===== config.mk =====
export PLATFORM = sky130hd
export DESIGN_NAME = instr_sequencer_flat
export DESIGN_NICKNAME = d
export VERILOG_FILES = /design/src/rtl/instr_sequencer_if.sv /design/src/rtl/instr_sequencer.sv /design/src/flat_wrapper.sv
export SDC_FILE = /design/constraint.sdc
export NUM_CORES = 1
export LEC_CHECK = 0
export CORE_UTILIZATION = 50
export CTS_BUF_LIST = sky130_fd_sc_hd__clkbuf_4 sky130_fd_sc_hd__clkbuf_8
export CTS_CLUSTER_DIAMETER = 150
export DETAILED_ROUTE_END_ITERATION = 12
export GPL_ROUTABILITY_DRIVEN = 0
export GPL_TIMING_DRIVEN = 0
export PLACE_DENSITY = 0.77
export SYNTH_ARGS = -nofsm -noshare
export SYNTH_HDL_FRONTEND = slang
export SYNTH_SLANG_ARGS = --single-unit
export TNS_END_PERCENT = 10

===== constraint.sdc =====
create_clock -name clk -period 6.99 [get_ports clk]
set_clock_uncertainty 0.2 [all_clocks]
set_input_delay 1.398 -clock clk [delete_from_list [all_inputs] [get_ports clk]]
set_output_delay 1.398 -clock clk [all_outputs]
set_load 0.01 [all_outputs]

===== src/rtl/instr_sequencer_if.sv =====
// instr_sequencer_if: ROM read port and core run/done handshake bundle
//   master (sequencer): drives rom_en, rom_addr, cpu_din, cpu_run; receives rom_rdata, cpu_done
//   slave  (ROM/core) : the mirror image
//   rom_rdata is valid the cycle after rom_en; cpu_done is sampled only while a word executes
interface instr_sequencer_if #(parameter int ADDR_W = 8);
    logic              rom_en;
    logic [ADDR_W-1:0] rom_addr;
    logic [15:0]       rom_rdata;
    logic [15:0]       cpu_din;
    logic              cpu_run;
    logic              cpu_done;
    modport master (output rom_en, rom_addr, cpu_din, cpu_run, input rom_rdata, cpu_done);
    modport slave  (input rom_en, rom_addr, cpu_din, cpu_run, output rom_rdata, cpu_done);
endinterface


===== src/rtl/instr_sequencer.sv =====
// instr_sequencer: fetches ROM words and feeds them one instruction at a time to the 16-bit core
//   clk, resetn (sync, active-low), start (pulse, restarts at address 0 from IDLE/HALT)
//   bus         : instr_sequencer_if.master (ROM port + core din/run/done)
//   busy        : high outside IDLE and HALT;  halted : high in HALT
//   err         : sticky, truncated mvi (or watchdog expiry)
//   pc          : next word address;  instr_count : completed instructions, saturating
//   Optional INSTR_SEQ_WATCHDOG_EN: abort to HALT with err after TIMEOUT_CYC EXEC cycles without done.
module instr_sequencer #(
    parameter int         ADDR_W      = 8,
    parameter int         PROG_LEN    = 256,
    parameter logic [2:0] HALT_OPCODE = 3'b111,
    parameter int         TIMEOUT_CYC = 8
) (
    input  logic               clk,
    input  logic               resetn,
    input  logic               start,
    instr_sequencer_if.master  bus,
    output logic               busy,
    output logic               halted,
    output logic               err,
    output logic [ADDR_W-1:0]  pc,
    output logic [15:0]        instr_count
);
    typedef enum logic [2:0] {IDLE, FETCH, LATCH, FETCH_IMM, LATCH_IMM, ISSUE, EXEC, HALT} state_t;
    localparam logic [2:0] OP_MVI = 3'b001;
    // One extra bit so a full-size program (PROG_LEN == 2**ADDR_W) can still reach its end address.
    localparam logic [ADDR_W:0] END_PC = (ADDR_W + 1)'(PROG_LEN);

    if (PROG_LEN < 1 || PROG_LEN > 2 ** ADDR_W) $error("PROG_LEN out of range");
    if (TIMEOUT_CYC < 1) $error("TIMEOUT_CYC must be at least 1");

    state_t          state;
    logic [ADDR_W:0] pc_r;
    logic [15:0]     instr_reg, imm_reg, din_r;
    logic            rom_en_r, run_r;
`ifdef INSTR_SEQ_WATCHDOG_EN
    localparam int WD_W = $clog2(TIMEOUT_CYC + 1);
    logic [WD_W-1:0] wd;
`endif

    assign bus.rom_en   = rom_en_r;
    assign bus.rom_addr = pc_r[ADDR_W-1:0];
    assign bus.cpu_din  = din_r;
    assign bus.cpu_run  = run_r;
    assign pc           = pc_r[ADDR_W-1:0];

    // Strobes are registered: each transition loads the value the next state must present,
    // so rom_en in FETCH/FETCH_IMM already reflects whether the program end was reached.
    always_ff @(posedge clk) begin
        if (!resetn) begin
            state       <= IDLE;
            pc_r        <= '0;
            instr_count <= '0;
            err         <= 1'b0;
            instr_reg   <= '0;
            imm_reg     <= '0;
            din_r       <= '0;
            rom_en_r    <= 1'b0;
            run_r       <= 1'b0;
            busy        <= 1'b0;
            halted      <= 1'b0;
`ifdef INSTR_SEQ_WATCHDOG_EN
            wd          <= '0;
`endif
        end else begin
            case (state)
                IDLE, HALT: if (start) begin
                    state       <= FETCH;
                    pc_r        <= '0;
                    instr_count <= '0;
                    err         <= 1'b0;
                    rom_en_r    <= END_PC != '0;
                    busy        <= 1'b1;
                    halted      <= 1'b0;
                end
                FETCH: begin
                    rom_en_r <= 1'b0;
                    if (pc_r == END_PC) begin
                        state  <= HALT;
                        busy   <= 1'b0;
                        halted <= 1'b1;
                    end else state <= LATCH;
                end
                LATCH: begin
                    instr_reg <= bus.rom_rdata;
                    pc_r      <= pc_r + 1'b1;
                    if (bus.rom_rdata[8:6] == HALT_OPCODE) begin
                        state  <= HALT;
                        busy   <= 1'b0;
                        halted <= 1'b1;
                    end else if (bus.rom_rdata[8:6] == OP_MVI) begin
                        state    <= FETCH_IMM;
                        rom_en_r <= (pc_r + 1'b1) != END_PC;
                    end else begin
                        state <= ISSUE;
                        run_r <= 1'b1;
                        din_r <= bus.rom_rdata;
                    end
                end
                FETCH_IMM: begin
                    rom_en_r <= 1'b0;
                    if (pc_r == END_PC) begin
                        state  <= HALT;
                        err    <= 1'b1;
                        busy   <= 1'b0;
                        halted <= 1'b1;
                    end else state <= LATCH_IMM;
                end
                LATCH_IMM: begin
                    imm_reg <= bus.rom_rdata;
                    pc_r    <= pc_r + 1'b1;
                    state   <= ISSUE;
                    run_r   <= 1'b1;
                    din_r   <= instr_reg;
                end
                ISSUE: begin
                    state <= EXEC;
                    din_r <= instr_reg[8:6] == OP_MVI ? imm_reg : instr_reg;
`ifdef INSTR_SEQ_WATCHDOG_EN
                    wd    <= '0;
`endif
                end
                EXEC: if (bus.cpu_done) begin
                    instr_count <= instr_count + {15'd0, ~&instr_count};
                    state       <= FETCH;
                    run_r       <= 1'b0;
                    rom_en_r    <= pc_r != END_PC;
                end
`ifdef INSTR_SEQ_WATCHDOG_EN
                else if (wd == WD_W'(TIMEOUT_CYC - 1)) begin
                    err    <= 1'b1;
                    run_r  <= 1'b0;
                    state  <= HALT;
                    busy   <= 1'b0;
                    halted <= 1'b1;
                end else wd <= wd + 1'b1;
`endif
                default: state <= IDLE;
            endcase
        end
    end
endmodule


===== src/flat_wrapper.sv =====
// flat-port wrapper written by rule: the top's interface ports become plain ports
module instr_sequencer_flat 
#(
    parameter int         ADDR_W      = 8,
    parameter int         PROG_LEN    = 256,
    parameter logic [2:0] HALT_OPCODE = 3'b111,
    parameter int         TIMEOUT_CYC = 8
)
  (clk, resetn, start, busy, halted, err, pc, instr_count, bus_rom_en, bus_rom_addr, bus_cpu_din, bus_cpu_run, bus_rom_rdata, bus_cpu_done);
  instr_sequencer_if #(.ADDR_W(ADDR_W)) bus_i ();
  input  logic clk;
  input  logic resetn;
  input  logic start;
  output logic busy;
  output logic halted;
  output logic err;
  output logic [ADDR_W-1:0] pc;
  output logic [15:0] instr_count;
  output wire logic [$bits(bus_i.rom_en)-1:0] bus_rom_en;
  output wire logic [$bits(bus_i.rom_addr)-1:0] bus_rom_addr;
  output wire logic [$bits(bus_i.cpu_din)-1:0] bus_cpu_din;
  output wire logic [$bits(bus_i.cpu_run)-1:0] bus_cpu_run;
  input wire logic [$bits(bus_i.rom_rdata)-1:0] bus_rom_rdata;
  input wire logic [$bits(bus_i.cpu_done)-1:0] bus_cpu_done;
  assign bus_rom_en = bus_i.rom_en;
  assign bus_rom_addr = bus_i.rom_addr;
  assign bus_cpu_din = bus_i.cpu_din;
  assign bus_cpu_run = bus_i.cpu_run;
  assign bus_i.rom_rdata = bus_rom_rdata;
  assign bus_i.cpu_done = bus_cpu_done;
  instr_sequencer #(.ADDR_W(ADDR_W), .PROG_LEN(PROG_LEN), .HALT_OPCODE(HALT_OPCODE), .TIMEOUT_CYC(TIMEOUT_CYC)) u_core (.clk(clk), .resetn(resetn), .start(start), .bus(bus_i), .busy(busy), .halted(halted), .err(err), .pc(pc), .instr_count(instr_count));
endmodule

==> metrics.yaml <==
sta:
  setup_viol: 0
  max_freq_mhz: 292
  grt_setup_unrepaired: "no"
  period_minus_slack_ns: 3.43
  tightest_slew_ns: 0.607
  fin_crit_sh_pct: 49.0
  hold_viol: 0
  totalNegativeSetupSlack_ns: 0
  slew_violations: 0
  slew_headroom_pct: 59.6
global_routing:
  use_met1_pct: 33.5
  grt-busiest-layer: "met2"
  use_met2_pct: 39.0
  grt-ovfl-total: 0
  antenna_found_initial: 0
  grt_use_met3_pct: 4.27
  grt_usage_pct: 24.8
  grt_pass1_wl_um: 16500
  grt_max_degree: 15
  grt_pass1_vias: 3520
job:
  drv_cap: 0
synthesis:
  synth_top_family_by_area: "simple AND/OR/NAND/NOR gates"
  synth_most_common_cell: "nand2_1"
  yosysSeqAreaShare_pct: 40.8
  syn_area_sq_um: 3970
  synth_common_cells: "82 x nand2_1, 81 x dfxtp_1, 63 x a21oi_1"
  yosysTopAreaCell: "dfxtp_1"
  syn_inst: 487
  synth_mux_area_share_pct: 4.54
  synth_edf_count: 0
  ys_seq_elements: 81
  synth_simple_gate_area_share_pct: 22.3
  ys_warn_count: 0
  synth.distinct_cells: 51
  synth_area_leaders: "dfxtp_1 41%, a21oi_1 7.9%, nand2_1 7.7%"
  synthAdderAreaFrac_pct: 1.26
  synth_area_per_cell_sq_um: 8.16
  syn-num-nets: 511
  synthArstFlopShare_pct: 0
  synth_xor_area_share_pct: 3.53
  synth_top_area_share_pct: 40.8
  synth_compound_area_share_pct: 19.9
  synthFlopType: "dfxtp_1"
setup_path:
  arrival_ns: 3.54
  crit_start: "bus_rom_rdata[7]"
  worst_setup_path_start_kind: "input port"
  worstSetupPathType: "input port to flip-flop"
  crit_end: "u_core.bus.cpu_din[9]$_SDFFE_PN0P_"
  ff2ff_setup_slack_ns: 4.30
  cp.required_ns: 7.10
  cp-end-kind: "flip-flop"
  r2r-start: "u_core.instr_count[1]$_SDFFE_PN0P_"
  r2r-end: "u_core.instr_count[12]$_SDFFE_PN0P_"
  r2r_cells: 10
  cp_max_fo: 10
detailed_routing:
  dr_total_vias: 3813
  drtIter0Drc: 259
  wl_per_cell_um: 14.8
  via_per_inst: 5.64
  firstDrtPassIters: 5
  drt-total-wl_um: 9980
  drc: 0
  drt.antenna.violating_nets: 0
pwr:
  powerDensity_nw_per_um2: 221
  combPwrFrac_pct: 19.7
  power.share.sequential_pct: 45.7
  ir_worst_vdd_v: 0.000120
  finalPower_mw: 1.11
  swShare_pct: 28.7
  internal_power_uw: 793
  clkPwrFrac_pct: 34.6
  p_leak_nw: 1.80
  power_switching_uw: 319
place:
  io_buffers: 71
  hpwl_um: 6850
clock_tree:
  cts_tree: "yes"
  clock_path_buffers: 2
  cts_hold_buf: 0
  cts_inserted_buffers: 9
  root_buffer: "clkbuf_8"
  clock-sinks: 81
  cts_resized: 0
  clk_latency_ns: 0.36
  clk_pin_slew_worst_paths_ns: 0.09
  htreeDepth: 3
  cts_setup_buffers: 0
die:
  initial_core_util_pct: 51.7
  io_pins: 73
  die_h_um: 91.1
  dieArea_sq_um: 8310
  core_sq_um: 7690
  num_rows: 32
  die_x_um: 91.1
final_layout:
  drive_gt1_share_pct: 9.06
  n_antenna_cell: 0
  final_core_util_pct: 65.5
  fin_nets: 593
  area_growth_pct: 26.7
hold_path:
  hold_class: "flip-flop to flip-flop"
run_status:
  status: "finished, final reports clean"
cell families (layout without fill, tap and decap cells):
family,after synthesis,after routing
compound gates,126,126
buf+inv,58,145
fa+ha+maj,4,4
simple gates,184,184
mux,18,18
flops,81,81
xor+xnor,16,16
how the worst min path moves through the flow:
stage | startpoint | to | slack, ns | cells past startpoint
2_1_floorplan | u_core.instr_reg[0]$_SDFFE_PN0N_ | u_core.instr_reg[0]$_SDFFE_PN0N_ | 0.24 | 2
3_3_place_gp | u_core.halted$_SDFFE_PN0P_ | u_core.halted$_SDFFE_PN0P_ | 0.24 | 2
3_5_place_dp | u_core.instr_reg[10]$_SDFFE_PN0N_ | u_core.instr_reg[10]$_SDFFE_PN0N_ | 0.25 | 2
4_1_cts | u_core.instr_reg[10]$_SDFFE_PN0N_ | u_core.instr_reg[10]$_SDFFE_PN0N_ | 0.26 | 2
5_1_grt | u_core.instr_reg[12]$_SDFFE_PN0N_ | u_core.instr_reg[12]$_SDFFE_PN0N_ | 0.28 | 2
6_report | u_core.instr_reg[10]$_SDFFE_PN0N_ | u_core.instr_reg[10]$_SDFFE_PN0N_ | 0.26 | 2
per-layer routing:
metal  vias to the layer above  share of wire, %
li1                       1852                 -
met1                      1779                46
met2                       165                45
met3                        17               6.7
met4                         0               1.7
met5                         -                 0
layout make-up:
type | instances | area (sq um)
fillers | 694 | 2660
repair buffers | 71 | 711
clock buffers | 10 | 131
inverters | 8 | 30.0
flip-flops and latches | 81 | 1620
clock inverters | 6 | 90.1
well taps | 102 | 128
multi-input cells | 348 | 2050
plain buffers | 50 | 275
critical path, cell delays in order:
cell and delay (ns):
clkdlybuf4s50_1 0.60, and2_1 0.18, o21ai_0 0.13, a21oi_1 0.50
and2_1 0.31, buf_2 0.26, a22o_1 0.17
power by group through the flow:
stage               registers, mW  clock network (mW)  logic (mW)
CTS                         0.508               0.387       0.218
finish                      0.508               0.385       0.219
global placement            0.517                   0       0.212
detailed placement          0.519                   0       0.216
global route                0.512               0.410       0.240
floorplan                   0.521                   0       0.127
cells in the final DEF, fill, tap and decap left out, types with 4 or more instances in the layout:
cell type	Yosys	layout
nand2_1	82	82
dfxtp_1	81	81
clkdlybuf4s50_1	0	71
a21oi_1	63	63
nor2_1	45	45
clkbuf_1	24	24
buf_4	20	20
mux2i_1	18	18
o21ai_0	15	15
xor2_1	15	15
a22o_1	13	13
clkbuf_8	0	9
inv_1	8	8
o2111ai_1	8	8
and3_1	7	7
and4_1	5	5
and2_1	5	5
nor3_1	5	5
nand3_1	5	5
o211ai_1	5	5
a31oi_1	5	5
buf_2	4	4
a211oi_1	4	4
ha_1	4	4
per-stage QoR:
step           setup WS, ns  hold slack (ns)  cell area [sq um]  cells
2_1_floorplan          4.13            0.236               3970    487
3_3_place_gp           3.27            0.238               4810    660
3_5_place_dp           3.24            0.250               4810    660
4_1_cts                3.61            0.262               5030    676
5_1_grt                3.46            0.284               5030    676
6_report               3.56            0.261               5030    676
Power figures use the tool's default switching activity.
